<file path="config.mk">
export PLATFORM = sky130hd
export DESIGN_NAME = hazard_sequencer
export DESIGN_NICKNAME = d
export VERILOG_FILES = /design/src/rtl/hazard_sequencer.sv
export SDC_FILE = /design/constraint.sdc
export NUM_CORES = 1
export LEC_CHECK = 0
export CAP_MARGIN = 20
export CORE_MARGIN = 4
export CORE_UTILIZATION = 37
export DETAILED_ROUTE_END_ITERATION = 7
export GPL_TIMING_DRIVEN = 0
export PLACE_DENSITY = 0.75
export SLEW_MARGIN = 20
export SYNTH_ARGS = -nofsm -noshare
export SYNTH_HDL_FRONTEND = slang
export SYNTH_SLANG_ARGS = --single-unit
</file>
<file path="constraint.sdc">
create_clock -name clk_i -period 1.55 [get_ports clk_i]
set_input_delay 0.155 -clock clk_i [delete_from_list [all_inputs] [get_ports clk_i]]
set_output_delay 0.155 -clock clk_i [all_outputs]
set_load 0.02 [all_outputs]
</file>
<file path="src/rtl/hazard_sequencer.sv">
// Load-use stall, multi-cycle mul/div sequencing and taken-branch flush control for the 5-stage core.
// Optional performance counters are enabled by defining HAZARD_PERF_CNT_EN.
module hazard_sequencer #(
  parameter int MD_LAT = 4,
  parameter int CNT_W  = 16
) (
  input  logic       clk_i,
  input  logic       rst_i,
  input  logic [4:0] id_rs_i,
  input  logic [4:0] id_rt_i,
  input  logic       id_use_rt_i,
  input  logic       id_md_i,
  input  logic       idex_memread_i,
  input  logic [4:0] idex_rt_i,
  input  logic       mem_br_taken_i,
  output logic       pc_write_o,
  output logic       if_id_write_o,
  output logic       if_id_flush_o,
  output logic       id_ex_flush_o,
  output logic       ex_mem_flush_o,
  output logic       md_start_o,
  output logic       md_abort_o,
  output logic       md_busy_o
`ifdef HAZARD_PERF_CNT_EN
  ,
  output logic [CNT_W-1:0] stall_cnt_o,
  output logic [CNT_W-1:0] flush_cnt_o
`endif
);

  // state   | meaning
  // RUN     | normal issue; load-use stall and mul/div issue decided here
  // MD_WAIT | mul/div occupies EX; front end held, EX/MEM fed bubbles

  typedef enum logic {RUN, MD_WAIT} state_t;

  if (MD_LAT < 2 || MD_LAT > 15 || CNT_W < 1) begin : g_param_check
    $error("hazard_sequencer: MD_LAT must be 2..15 and CNT_W at least 1");
  end

  state_t     state, state_nxt;
  logic [3:0] md_cnt, md_cnt_nxt;
  logic       lu;

  assign lu = idex_memread_i && (idex_rt_i != 5'd0) &&
              ((idex_rt_i == id_rs_i) || (id_use_rt_i && (idex_rt_i == id_rt_i)));

  always_ff @(posedge clk_i or negedge rst_i) begin
    if (!rst_i) begin
      state  <= RUN;
      md_cnt <= 4'd0;
    end else begin
      state  <= state_nxt;
      md_cnt <= md_cnt_nxt;
    end
  end

  // Outputs are forced low while reset is asserted, so a reset mid-MD_WAIT never pulses md_abort_o.
  always_comb begin
    state_nxt      = state;
    md_cnt_nxt     = md_cnt;
    pc_write_o     = 1'b0;
    if_id_write_o  = 1'b0;
    if_id_flush_o  = 1'b0;
    id_ex_flush_o  = 1'b0;
    ex_mem_flush_o = 1'b0;
    md_start_o     = 1'b0;
    md_abort_o     = 1'b0;
    md_busy_o      = 1'b0;
    if (rst_i) begin
      case (state)
        RUN: begin
          pc_write_o    = 1'b1;
          if_id_write_o = 1'b1;
          if (mem_br_taken_i) begin
            if_id_flush_o  = 1'b1;
            id_ex_flush_o  = 1'b1;
            ex_mem_flush_o = 1'b1;
          end else if (lu) begin
            pc_write_o    = 1'b0;
            if_id_write_o = 1'b0;
            id_ex_flush_o = 1'b1;
          end else if (id_md_i) begin
            md_start_o = 1'b1;
            state_nxt  = MD_WAIT;
            md_cnt_nxt = 4'(MD_LAT - 1);
          end
        end
        MD_WAIT: begin
          md_busy_o = 1'b1;
          if (mem_br_taken_i) begin
            md_abort_o     = 1'b1;
            pc_write_o     = 1'b1;
            if_id_write_o  = 1'b1;
            if_id_flush_o  = 1'b1;
            id_ex_flush_o  = 1'b1;
            ex_mem_flush_o = 1'b1;
            state_nxt      = RUN;
            md_cnt_nxt     = 4'd0;
          end else begin
            // Last occupancy cycle lets the result into EX/MEM.
            ex_mem_flush_o = (md_cnt != 4'd1);
            md_cnt_nxt     = md_cnt - 4'd1;
            if (md_cnt == 4'd1) state_nxt = RUN;
          end
        end
        default: state_nxt = RUN;
      endcase
    end
  end

`ifdef HAZARD_PERF_CNT_EN
  always_ff @(posedge clk_i or negedge rst_i) begin
    if (!rst_i) begin
      stall_cnt_o <= '0;
      flush_cnt_o <= '0;
    end else begin
      if (!pc_write_o && (stall_cnt_o != {CNT_W{1'b1}})) stall_cnt_o <= stall_cnt_o + 1'b1;
      if (mem_br_taken_i && (flush_cnt_o != {CNT_W{1'b1}})) flush_cnt_o <= flush_cnt_o + 1'b1;
    end
  end
`endif

endmodule
</file>
==> results.ini, run 1 <==
[setup_path]
critical_path_depth = 8
worst_path_arrival_time_ns = 1.43
critical_path.slowest_cell = sky130_fd_sc_hd__nor4_2
timing.critical_path.max_delay_family = simple AND/OR/NAND/NOR gates
timing.reg2reg.setup_slack_ns = 0.22
critical_path.cell_chain = buf_6, xor2_1, nor4_2, nand3_1, a21oi_4, o21ai_2, buf_4, buf_6
cp_bufs_invs = 3
crit_path_max_fanout = 3
cp.required_ns = 1.39
end_kind = primary output
r2r-start = md_cnt[0]
cp_slowest_stage_delay_ns = 0.30
setup.worst_path.class = input pin to primary output
reg2regPathDepth = 6
crit_top_cell = sky130_fd_sc_hd__buf_6
critical_path.reg2reg.endpoint = md_cnt[2]
worstSetupStartpointType = input pin

[route]
finalWirelength_mm = 1.47
final_antenna_net_count = 0
detailed_route_via_count = 592
detail_route.iter0.violations = 11
met2WireLength_um = 717
drcViolationCount = 0
routed_via_density = 5.10
highest_layer = met3
met1Wirelength_um = 606
met3_wirelength_um = 142
drtPass1Iterations = 4
post_drt_wl_per_cell_um = 12.6

[die]
boundaryPins = 29
chipWidth_um = 45.6
starting_utilization_of_the_core_area = 0.398
floorplan.rows = 13
fp.coreArea_um2 = 1320
die-area_um2 = 2080
die-height_um = 45.6

[final_layout]
post-route-cell-area_um2 = 900
syn2layout_area_growth_pct = 71.6
design.final.nets = 125
final_core_utilization = 0.683
finish.cell_count_without_fillers = 116
drive_above_1_share = 0.337
diodes = 0

[global_route]
grt_pass1_wl_mm = 2.44
tot_gr_track_use = 0.165
first_global_vias = 580
antenna_violations_before_repair = 0
grt_start_max_net_pins = 10
grt.overflow.total = 0

[clock_network]
clock_tree.root_cell = sky130_fd_sc_hd__clkbuf_4
clk_transition_reported_paths_ns = 0.04
cts_tree = built
clk_path_buf_depth = 2
h-tree-depth = 1
cts_buffers = 3
cts.sinks = 5
clock_insertion_delay_worst_skew_ns = 0.24

[power]
sw_frac_of_total = 0.419
cell_int_power_mw = 0.543
switchingPower_mw = 0.393
pwr-share-seq = 0.292
p_leak_nw = 0.445
portion_of_total_power_attributed_to_combinational_logic = 0.547
power.density_nw_per_um2 = 1040
clockPowerShare = 0.162
ir_worst_vdd_mv = 0.612

[timing]
timing.final.crit_share = 1.02
fin_setup_tns_ns = -0.0483
timing.max_slew.rel_slack = 0.827
hold_slack_final_ns = 0.418
fin_ws_ns = -0.0372
achievable-frequency_mhz = 630
rsz0062_at_grt = yes
skew_ns = 0.00257
report.final.setup_viol = 2
number_of_slew_limit_violations_in_the_final_report = 0
tightest_slew_ns = 0.257
clock_period_minus_worst_slack_ns = 1.59
hold_viol = 0

[place]
placed_cells = 109
io_buffer_count = 28
post_dp_cell_area_um2 = 827
place.gp.congestion = 0.845
detailed_place_hpwl_mm = 1.11

[logic_synthesis]
post_synth_num_cell_types = 27
synthCells = 66
synth_nets = 89
synth.avg_cell_area_um2 = 7.94
synth-seq-area-share = 0.239
synth_seq_cells = 5
yosysWarnings = 0
mappedNetlistArea_um2 = 524

[worst_hold_path]
min_path_type = input pin to asynchronous set/reset pin

[run_status]
status = finished with violations
violations = setup timing

[run]
max_cap_violations = 0

sequential cells by signal, summed over array words and instances (netlist names):
register / count
md_cnt: 4
state: 1
stage by stage:
| stage | total power [mW] | setup WS (ns) |
|---|---|---|
| after floorplan | 0.560 | -0.00606 |
| after global placement | 0.754 | -1.06 |
| after detailed placement | 0.759 | -1.09 |
| after CTS | 0.913 | -0.0389 |
| after global routing | 1.02 | -0.0942 |
| final | 0.936 | -0.0372 |
synthesized netlist by cell type:
library cell / number / share of area
sky130_fd_sc_hd__a22o_1: 2 / 0.033
sky130_fd_sc_hd__a21oi_2: 1 / 0.017
sky130_fd_sc_hd__nor3b_1: 1 / 0.014
sky130_fd_sc_hd__nand3_1: 3 / 0.029
sky130_fd_sc_hd__clkbuf_1: 1 / 0.0072
sky130_fd_sc_hd__nor2b_1: 2 / 0.024
sky130_fd_sc_hd__nor4_1: 1 / 0.012
sky130_fd_sc_hd__nand4_1: 1 / 0.012
sky130_fd_sc_hd__buf_4: 1 / 0.014
sky130_fd_sc_hd__ha_1: 2 / 0.048
sky130_fd_sc_hd__nand2b_1: 2 / 0.024
sky130_fd_sc_hd__or4_4: 1 / 0.021
sky130_fd_sc_hd__dfrtp_1: 5 / 0.24
sky130_fd_sc_hd__xnor2_1: 3 / 0.050
sky130_fd_sc_hd__o21ai_0: 5 / 0.048
sky130_fd_sc_hd__a31o_1: 2 / 0.033
sky130_fd_sc_hd__mux2i_1: 1 / 0.019
sky130_fd_sc_hd__nor3_1: 4 / 0.038
sky130_fd_sc_hd__a21o_2: 1 / 0.017
sky130_fd_sc_hd__nand2_1: 3 / 0.021
sky130_fd_sc_hd__and4_1: 1 / 0.017
sky130_fd_sc_hd__nor2_1: 1 / 0.0072
sky130_fd_sc_hd__inv_1: 9 / 0.064
sky130_fd_sc_hd__a21oi_1: 3 / 0.029
sky130_fd_sc_hd__o31ai_1: 2 / 0.029
sky130_fd_sc_hd__o21ai_2: 1 / 0.017
sky130_fd_sc_hd__xor2_1: 7 / 0.12
how the worst max path moves through the flow:
stage / from / end / slack, ns
after detailed placement: idex_rt_i[3] / pc_write_o / -1.09
after floorplan: idex_rt_i[1] / md_start_o / -0.006
final: id_rt_i[2] / pc_write_o / -0.04
after global placement: idex_rt_i[3] / pc_write_o / -1.06
after CTS: id_rs_i[4] / pc_write_o / -0.04
after global routing: id_rt_i[2] / pc_write_o / -0.09
layout by cell type, fill, tap and decap left out, types with 2 or more instances in the layout:
cell type,count
sky130_fd_sc_hd__buf_6,5
sky130_fd_sc_hd__clkbuf_4,4
sky130_fd_sc_hd__o31ai_1,2
sky130_fd_sc_hd__a22o_1,2
sky130_fd_sc_hd__a21oi_1,3
sky130_fd_sc_hd__nand2_1,2
sky130_fd_sc_hd__buf_4,3
sky130_fd_sc_hd__clkdlybuf4s50_1,4
sky130_fd_sc_hd__xnor2_1,3
sky130_fd_sc_hd__nor2b_1,2
sky130_fd_sc_hd__o21ai_0,4
sky130_fd_sc_hd__inv_1,8
sky130_fd_sc_hd__dlymetal6s2s_1,2
sky130_fd_sc_hd__dlygate4sd2_1,7
sky130_fd_sc_hd__xor2_1,7
sky130_fd_sc_hd__dfrtp_1,5
sky130_fd_sc_hd__nor3_2,2
sky130_fd_sc_hd__nor3_1,2
sky130_fd_sc_hd__a31o_1,2
sky130_fd_sc_hd__nand3_1,3
sky130_fd_sc_hd__buf_2,8
kinds of logic after synthesis:
| family | after synthesis | share of synthesized area |
|---|---|---|
| fa+ha+maj | 2 | 0.0477 |
| xor+xnor | 10 | 0.167 |
| simple gates | 20 | 0.220 |
| mux | 1 | 0.0191 |
| buf+inv | 11 | 0.0859 |
| compound gates | 17 | 0.222 |
| flops | 5 | 0.239 |
power by group through the flow:
stage / logic [mW] / registers [mW] / clock network, mW
after CTS: 0.492 / 0.261 / 0.159
after floorplan: 0.322 / 0.238 / 0
after global routing: 0.568 / 0.284 / 0.173
after detailed placement: 0.500 / 0.259 / 0
after global placement: 0.495 / 0.259 / 0
final: 0.512 / 0.273 / 0.151
area by class of cell:
cell class | count | area (um2)
repair buffers | 31 | 273
fillers | 122 | 418
clock buffers | 4 | 26.3
inverters | 9 | 33.8
well taps | 15 | 18.8
multi-input cells | 50 | 408
plain buffers | 2 | 15.0
flip-flops and latches | 5 | 125
layer usage:
metal,up-vias,track usage
li1,300,-
met1,267,0.180
met2,25,0.281
met3,0,0.0830
met4,0,0.0351
met5,-,0
repair_timing:
action	CTS	global route
pin swaps	14	9
hold buffers	1	0
buffers inserted	2	0
endpoints found under the hold margin	5	0
gates resized for setup	80	11
setup endpoints to repair	13	7
Power figures use the tool's default switching activity.
==> run 2, diff against run 1 <==
--- a/config.mk
+++ b/config.mk
@@ -11,6 +11,7 @@
 export DETAILED_ROUTE_END_ITERATION = 7
 export GPL_TIMING_DRIVEN = 0
 export PLACE_DENSITY = 0.75
+export RECOVER_POWER = 100
 export SLEW_MARGIN = 20
 export SYNTH_ARGS = -nofsm -noshare
 export SYNTH_HDL_FRONTEND = slang
==> run 2 against run 1 <==
  * The run still ends with setup timing left
  * Cell count unchanged
  * Sequential cell count unchanged
  * Worst setup slack unchanged
  * Sequential power about the same
  * First-iteration DRC count unchanged
  * Clock skew unchanged
  * Critical path depth unchanged
  * Combinational power about the same
  * Maximum frequency unchanged
  * Hold slack unchanged
  * Critical path type unchanged
  * Critical endpoint unchanged
  * Highest routed layer unchanged
==> results.ini, run 2 (same netlist as run 1, synthesis figures left out) <==
[global_route]
grt.overflow.total = 0  ; unchanged
global_route.usage.met1 = 0.180  ; unchanged
groute.layer.met2.usage = 0.281  ; unchanged
grt_pass1_wl_mm = 2.44  ; unchanged
antenna_violations_before_repair = 0  ; unchanged
grt_start_max_net_pins = 10  ; unchanged
first_global_vias = 580  ; unchanged
global_route.peak_usage_layer = met2
grt.met3_usage = 0.0830  ; unchanged
tot_gr_track_use = 0.165  ; unchanged

[worst_hold_path]
min_path_type = input pin to asynchronous set/reset pin

[final_layout]
n_fill_cell = 122  ; unchanged
layout_common_cells = sky130_fd_sc_hd__inv_1, sky130_fd_sc_hd__buf_2, sky130_fd_sc_hd__xor2_1, sky130_fd_sc_hd__dlygate4sd2_1
syn2layout_area_growth_pct = 71.6  ; unchanged
diodes = 0  ; unchanged
design.final.nets = 125  ; unchanged
final_core_utilization = 0.683  ; unchanged
drive_above_1_share = 0.337  ; unchanged
largest_registers_ranked_by_flip_flop_count = md_cnt: 4 flops, state: 1 flops
regMostFlops = md_cnt
largest_register_ff_count = 4  ; unchanged

[clock_network]
h-tree-depth = 1  ; unchanged
clk_transition_reported_paths_ns = 0.04  ; about the same
cts.sinks = 5  ; unchanged
cts_tree = built
clock_insertion_delay_worst_skew_ns = 0.24  ; about the same
cts_buffers = 3  ; unchanged
clk_path_buf_depth = 2  ; unchanged
clock_tree.root_cell = sky130_fd_sc_hd__clkbuf_4

[place]
detailed_place_hpwl_mm = 1.11  ; unchanged
io_buffer_count = 28  ; unchanged
place.gp.congestion = 0.845  ; unchanged

[route]
routed_via_density = 5.10  ; unchanged
finalWirelength_mm = 1.47  ; about the same
drtPass1Iterations = 4  ; unchanged
drcViolationCount = 0  ; unchanged
final_antenna_net_count = 0  ; unchanged
detailed_route_via_count = 592  ; unchanged
detail_route.iter0.violations = 11  ; unchanged
post_drt_wl_per_cell_um = 12.6  ; about the same

[setup_path]
critical_path.cell_chain = buf_6, xor2_1, nor4_2, nand3_1, a21oi_4, o21ai_2, buf_4, buf_6
cp.required_ns = 1.39  ; about the same
setup.worst_path.class = input pin to primary output
crit_top_cell = sky130_fd_sc_hd__buf_6
crit_path_max_fanout = 3  ; unchanged
worst_path_arrival_time_ns = 1.43  ; about the same
timing.reg2reg.setup_slack_ns = 0.22  ; about the same
critical_path.reg2reg.endpoint = md_cnt[2]
end_kind = primary output
r2r-start = md_cnt[0]
timing.critical_path.max_delay_family = simple AND/OR/NAND/NOR gates
critical_path.slowest_cell = sky130_fd_sc_hd__nor4_2
cp_slowest_stage_delay_ns = 0.30  ; about the same
cp_bufs_invs = 3  ; unchanged
reg2regPathDepth = 6  ; unchanged
worstSetupStartpointType = input pin

[timing]
hold_viol = 0  ; unchanged
hold_slack_final_ns = 0.418  ; unchanged
timing.max_slew.rel_slack = 0.827  ; unchanged
number_of_slew_limit_violations_in_the_final_report = 0  ; unchanged
fin_ws_ns = -0.0372  ; unchanged
rsz0062_at_grt = yes
report.final.setup_viol = 2  ; unchanged
tightest_slew_ns = 0.257  ; unchanged
timing.final.crit_share = 1.02  ; unchanged
fin_setup_tns_ns = -0.0483  ; -0.000000400 ns
achievable-frequency_mhz = 630  ; unchanged
clock_period_minus_worst_slack_ns = 1.59  ; unchanged
skew_ns = 0.00257  ; unchanged

[power]
ir_worst_vdd_mv = 0.612  ; about the same
p_leak_nw = 0.445  ; about the same
power.density_nw_per_um2 = 1040  ; about the same

[run_status]
violations = setup timing
status = finished with violations

[run]
max_cap_violations = 0  ; unchanged

[die]
floorplan.rows = 13  ; unchanged
starting_utilization_of_the_core_area = 0.398  ; unchanged
fp.coreArea_um2 = 1320  ; unchanged
die-area_um2 = 2080  ; unchanged
die-height_um = 45.6  ; unchanged
chipWidth_um = 45.6  ; unchanged
boundaryPins = 29  ; unchanged

==> run 2: changes by cell type in the layout (fill, tap and decap cells not counted) <==
cell                              before  now
sky130_fd_sc_hd__clkdlybuf4s50_1       4    3
sky130_fd_sc_hd__dlygate4sd3_1         1    2
==> run 2: worst register-to-register path, delay by kind of cell (launching register included) <==
kind	cells	cell delay [ns]
AOI/OAI and AO/OA	2	0.41
adders and majority gates	1	0.21
buffers and inverters	1	0.09
DFF	1	0.40
muxes	1	0.06
and+or+nand+nor	1	0.05
==> run 2: area by class of cell <==
cell class              count  area [um2]  area share
multi-input cells          50         408       0.453
well taps                  15        18.8      0.0209
repair buffers             31         273       0.303
flip-flops and latches      5         125       0.139
clock buffers               4        26.3      0.0292
inverters                   9        33.8      0.0376
plain buffers               2        15.0      0.0167
==> run 2: layer usage <==
metal	wire length, um	up-vias	share of wire
li1	-	300	-
met1	606	267	0.41
met2	717	25	0.49
met3	142	0	0.097
met4	0	0	0
met5	0	-	0
==> run 2: report_power, final <==
group | leakage (nW) | switching (mW) | internal [mW]
Sequential | 0.0631 | 0.0840 | 0.189
Clock | 0.0150 | 0.0541 | 0.0974
Combinational | 0.367 | 0.254 | 0.257
==> run 2: how the worst max path moves through the flow <==
stage	start	to	slack (ns)	cells after the start
6_report	id_rt_i[2]	pc_write_o	-0.04	8
5_1_grt	id_rt_i[2]	pc_write_o	-0.09	8
4_1_cts	id_rs_i[4]	pc_write_o	-0.04	8
3_5_place_dp	idex_rt_i[3]	pc_write_o	-1.09	8
3_3_place_gp	idex_rt_i[3]	pc_write_o	-1.06	8
2_1_floorplan	idex_rt_i[1]	md_start_o	-0.006	4
==> run 2: timing repair <==
item	CTS	global route
pin swaps	14	9
hold buffers	1	0
resized for setup	80	11
setup buffers	2	0
endpoints found under the hold margin	5	0
endpoints found under the setup margin	13	7
==> run 2: through the flow <==
| step | total power [mW] | area (um2) | setup WS (ns) | instances |
|---|---|---|---|---|
| after global routing | 1.02 | 900 | -0.0942 | 116 |
| after detailed placement | 0.759 | 827 | -1.09 | 109 |
| after global placement | 0.754 | 827 | -1.06 | 109 |
| final | 0.935 | 900 | -0.0372 | 116 |
| after floorplan | 0.560 | 528 | -0.00606 | 66 |
| after CTS | 0.913 | 873 | -0.0389 | 116 |
==> run 3, diff against run 2 <==
--- a/config.mk
+++ b/config.mk
@@ -8,6 +8,7 @@
 export CAP_MARGIN = 20
 export CORE_MARGIN = 4
 export CORE_UTILIZATION = 37
+export CTS_CLUSTER_DIAMETER = 150
 export DETAILED_ROUTE_END_ITERATION = 7
 export GPL_TIMING_DRIVEN = 0
 export PLACE_DENSITY = 0.75
==> results of run 3 <==
No change in the layout: final DEF, timing and power equal those of run 2.
